--- src/rtl/seq_mul_ctrl.sv ---
// Shift-and-add 32x32 unsigned sequential multiplier controller driving an external adder.
// Optional macro SEQ_MUL_ZERO_SKIP_EN: a zero operand skips RUN and completes at once.
module seq_mul_ctrl #(
    parameter logic [2:0] ADD_OP = 3'b101
) (
    input  logic        clk,
    input  logic        rst,
    input  logic        start,
    input  logic [31:0] A,
    input  logic [31:0] B,
    output logic        busy,
    output logic        done,
    output logic [31:0] product_hi,
    output logic [31:0] product_lo,
    output logic [31:0] add_a,
    output logic [31:0] add_b,
    output logic [2:0]  add_op,
    input  logic [31:0] add_result
);

    typedef enum logic [1:0] {
        S_IDLE = 2'd0,
        S_RUN  = 2'd1,
        S_DONE = 2'd2
    } state_t;

    state_t      r_state;
    state_t      w_next_state;
    logic [4:0]  r_count;
    logic [31:0] r_mcand;
    logic [31:0] r_prod_hi;
    logic [31:0] r_prod_lo;

    logic        w_skip;
    logic        w_sel;
    logic [31:0] w_sum;
    logic        w_carry;

`ifdef SEQ_MUL_ZERO_SKIP_EN
    assign w_skip = (A == 32'd0) || (B == 32'd0);
`else
    assign w_skip = 1'b0;
`endif

    assign add_a  = r_prod_hi;
    assign add_b  = r_mcand;
    assign add_op = ADD_OP;

    // Carry out of the 32-bit add, recovered from the operand and result sign bits.
    assign w_sel   = r_prod_lo[0];
    assign w_sum   = w_sel ? add_result : r_prod_hi;
    assign w_carry = w_sel & ((add_a[31] & add_b[31]) |
                              ((add_a[31] | add_b[31]) & ~add_result[31]));

    assign busy       = (r_state == S_RUN);
    assign done       = (r_state == S_DONE);
    assign product_hi = r_prod_hi;
    assign product_lo = r_prod_lo;

    // NOTE: state registers use non-blocking assignments so every flop samples pre-edge values.
    always_ff @(posedge clk or posedge rst) begin
        if (rst) begin
            r_state <= S_IDLE;
        end else begin
            r_state <= w_next_state;
        end
    end

    // NOTE: next state defaults to the current state first, so no path can infer a latch.
    always_comb begin
        w_next_state = r_state;
        case (r_state)
            S_IDLE: if (start) w_next_state = w_skip ? S_DONE : S_RUN;
            S_RUN:  if (r_count == 5'd31) w_next_state = S_DONE;
            S_DONE: w_next_state = S_IDLE;
            default: w_next_state = S_IDLE;
        endcase
    end

    always_ff @(posedge clk or posedge rst) begin
        if (rst) begin
            r_count   <= 5'd0;
            r_mcand   <= 32'd0;
            r_prod_hi <= 32'd0;
            r_prod_lo <= 32'd0;
        end else begin
            case (r_state)
                S_IDLE: begin
                    if (start) begin
                        r_mcand   <= A;
                        r_count   <= 5'd0;
                        r_prod_hi <= 32'd0;
                        r_prod_lo <= w_skip ? 32'd0 : B;
                    end
                end
                S_RUN: begin
                    {r_prod_hi, r_prod_lo} <= {w_carry, w_sum, r_prod_lo[31:1]};
                    r_count                <= r_count + 5'd1;
                end
                default: ;
            endcase
        end
    end

endmodule

--- config.mk ---
export PLATFORM = sky130hd
export DESIGN_NAME = seq_mul_ctrl
export DESIGN_NICKNAME = d
export VERILOG_FILES = /design/src/rtl/seq_mul_ctrl.sv
export SDC_FILE = /design/constraint.sdc
export NUM_CORES = 1
export LEC_CHECK = 0
export ABC_AREA = 1
export BUFFER_PORTS_ARGS = -buffer_cell sky130_fd_sc_hd__buf_2
export CAP_MARGIN = 20
export CORE_MARGIN = 1.5
export CORE_UTILIZATION = 42
export DETAILED_ROUTE_END_ITERATION = 10
export PLACE_DENSITY = 0.77
export SETUP_SLACK_MARGIN = 0.3
export SLEW_MARGIN = 0
export SYNTH_ARGS = -nofsm -noshare
export SYNTH_HDL_FRONTEND = slang
export SYNTH_SLANG_ARGS = --single-unit
--- constraint.sdc ---
create_clock -name clk -period 3.25 [get_ports clk]
set_input_delay 0.8125 -clock clk [delete_from_list [all_inputs] [get_ports clk]]
set_output_delay 0.8125 -clock clk [all_outputs]
set_load 0.03 [all_outputs]
==> flow_metrics.tcl <==
set metrics [dict create \
    status "completed" \
    die_h_um 111 \
    wl_um 13000 \
    worst_pin_slew_ns 0.895 \
    gp_routability_congestion 0.810 \
    portBuffers 228 \
    clk_pin_slew_ns 0.07 \
    postCtsSetupRepairBufs 0 \
    period_minus_slack_ns 2.15 \
    dp_hpwl_um 9030 \
    n_antenna_cell 0 \
    clock-sinks 103 \
    cts_hold_buf 0 \
    grt.overflow.total 0 \
    ant_nets 0 \
    crit_path_start_kind "flip-flop" \
    grt_pass1_wl_um 21500 \
    drcViolationCount 0 \
    htreeDepth 3 \
    drt_iter0_drc 322 \
    grt_setup_unrepaired "false" \
    cellLeakagePower_uw 0.00341 \
    drive_gt1_share_pct 32.4 \
    core_area_mm2 0.0114 \
    crit_arrival_ns 1.34 \
    clk_latency_ns 0.34 \
    initial_core_util_pct 42.8 \
    cts_tree "built" \
    setup_viol 0 \
    grt_max_degree 73 \
    avgSynthCellArea_um2 7.87 \
    ys_ff_latch 103 \
    fin_nets 897 \
    synthToLayoutAreaGrowth_pct 25.3 \
    power_uw 7340 \
    synth_area_leader_cell "dfrtp_1" \
    antenna_found_initial 0 \
    drt_pass1_iterations 4 \
    crit_path_end_kind "primary output" \
    cts-resized-gates 0 \
    finalSetupTns_ns 0 \
    ys.warnings.count 0 \
    grt.total_usage_pct 21.6 \
    peakVddDrop_v 0.000746 \
    wl_per_cell_um 13.7 \
    rows 39 \
    fin_skew_ns 0.00924 \
    fin_crit_sh_pct 66.3 \
    clockBufferDepth 2 \
    yosys.area.top_type_share_pct 53.0 \
    ios 232 \
    grt_pass1_vias 4235 \
    die_x_um 111 \
    maxSlewViolCount 0 \
    rr_worst_depth 5 \
    die_area_mm2 0.0122 \
    synth_seq_area_share_pct 53.0 \
    synth_cell_types 19 \
    slew_headroom_pct 40.2 \
    hp-class "reg -> reg" \
    via_per_inst 4.83 \
    synth_area_mm2 0.00486 \
    hold_viol_final 0 \
    cts_inserted_buffers 9 \
    worstPathMaxFanout 26 \
    crit_type "reg -> out" \
    synth_area_leaders "dfrtp_1 (53%), nand2_1 (19%), buf_4 (5.7%)" \
    num_vias 4556 \
    nFillCells 1115 \
    postSynthCellCount 618 \
    holdPathStages 2 \
    maxCapViolations 0 \
    clock.fmax_ghz 0.464 \
    clockRootBuffer "clkbuf_16" \
    critPathRequiredTime_ns 2.44 \
    p_per_area_mw_per_mm2 1210 \
]
==> cell type report <==
type                            instances  area (um2)  area share [%]
Clock buffer                            9         225            3.70
Multi-Input combinational cell        427        1780            29.2
Sequential cell                       103        2580            42.3
Tap cell                              143         179            2.94
Timing Repair Buffer                  236        1210            19.9
Clock inverter                          6        38.8           0.637
Inverter                               19        75.1            1.23
==> cell families after synthesis <==
logic type | after synthesis | synth area share (%)
flops | 103 | 53.0
other cells | 2 | 0.154
fa+ha+maj | 2 | 0.515
buf+inv | 89 | 10.4
compound gates | 81 | 8.39
simple gates | 341 | 27.5
==> registers in the layout, indices dropped and copies added, names as in the netlist <==
signal      cells
add_a          32
add_b          32
product_lo     32
r_count         5
r_state         2
==> critical path, stage by stage (launching register included) <==
cell and delay (ns):
dfrtp_1 0.40, inv_2 0.10, nand2_4 0.20, inv_2 0.11
buf_2 0.19
==> stage by stage <==
stage,util (%),hold slack (ns),cells,setup slack [ns],area [um2]
floorplan,-,0.448,619,1.21,4870
global placement,51.2,0.453,928,1.00,5830
detailed placement,51.2,0.458,928,0.961,5830
CTS,53.6,0.476,943,1.07,6090
global route,53.6,0.488,943,1.02,6090
finish,53.6,0.469,943,1.10,6090
==> synth_stat cells, drive strengths merged <==
cell type and number:
nand2 244, dfrtp 103, o21ai 78, nor2 64, buf 59, nand3 33, inv 19, clkbuf 11
a21oi 2, conb 2, ha 2, o211ai 1
==> per-layer routing <==
metal | GRT usage [%] | wire length [um] | vias up
met1 | 30.2 | 6010 | 2117
met5 | 0 | 0 | -
li1 | - | - | 2257
met3 | 5.05 | 797 | 7
met2 | 34.8 | 6060 | 175
met4 | 4.10 | 83 | 0
==> power by group <==
part,switching [uW],internal [uW]
registers,552,1920
logic,2820,1070
clock network,462,512
==> cell usage in the layout (no fill, tap or decap) <==
| master | instances |
|---|---|
| inv_1 | 15 |
| nor2_2 | 1 |
| ha_1 | 2 |
| buf_12 | 1 |
| clkinv_2 | 3 |
| clkbuf_16 | 9 |
| clkinvlp_4 | 3 |
| nand2_4 | 1 |
| nand2_2 | 2 |
| o21ai_1 | 43 |
| a21oi_1 | 2 |
| clkinv_4 | 1 |
| dfrtp_1 | 103 |
| nand3_1 | 33 |
| inv_2 | 3 |
| nor2_1 | 63 |
| nand2_1 | 241 |
| conb_1 | 3 |
| o21ai_0 | 35 |
| buf_4 | 7 |
| o211ai_1 | 1 |
| buf_2 | 228 |
==> path summary, 6_finish.rpt <==
| check | from | end | slack, ns |
|---|---|---|---|
| setup / recovery | r_state[1] | busy | 1.10 |
| hold / removal | add_b[21] | add_b[21] | 0.47 |
| setup reg to reg | r_state[0] | product_lo[20] | 1.34 |
| hold reg to reg | add_b[21] | add_b[21] | 0.47 |
| max in group asynchronous | rst | add_a[2] | 1.85 |
| min in group asynchronous | rst | add_b[10] | 0.59 |
Note: power is estimated with default switching activity, not from simulation.
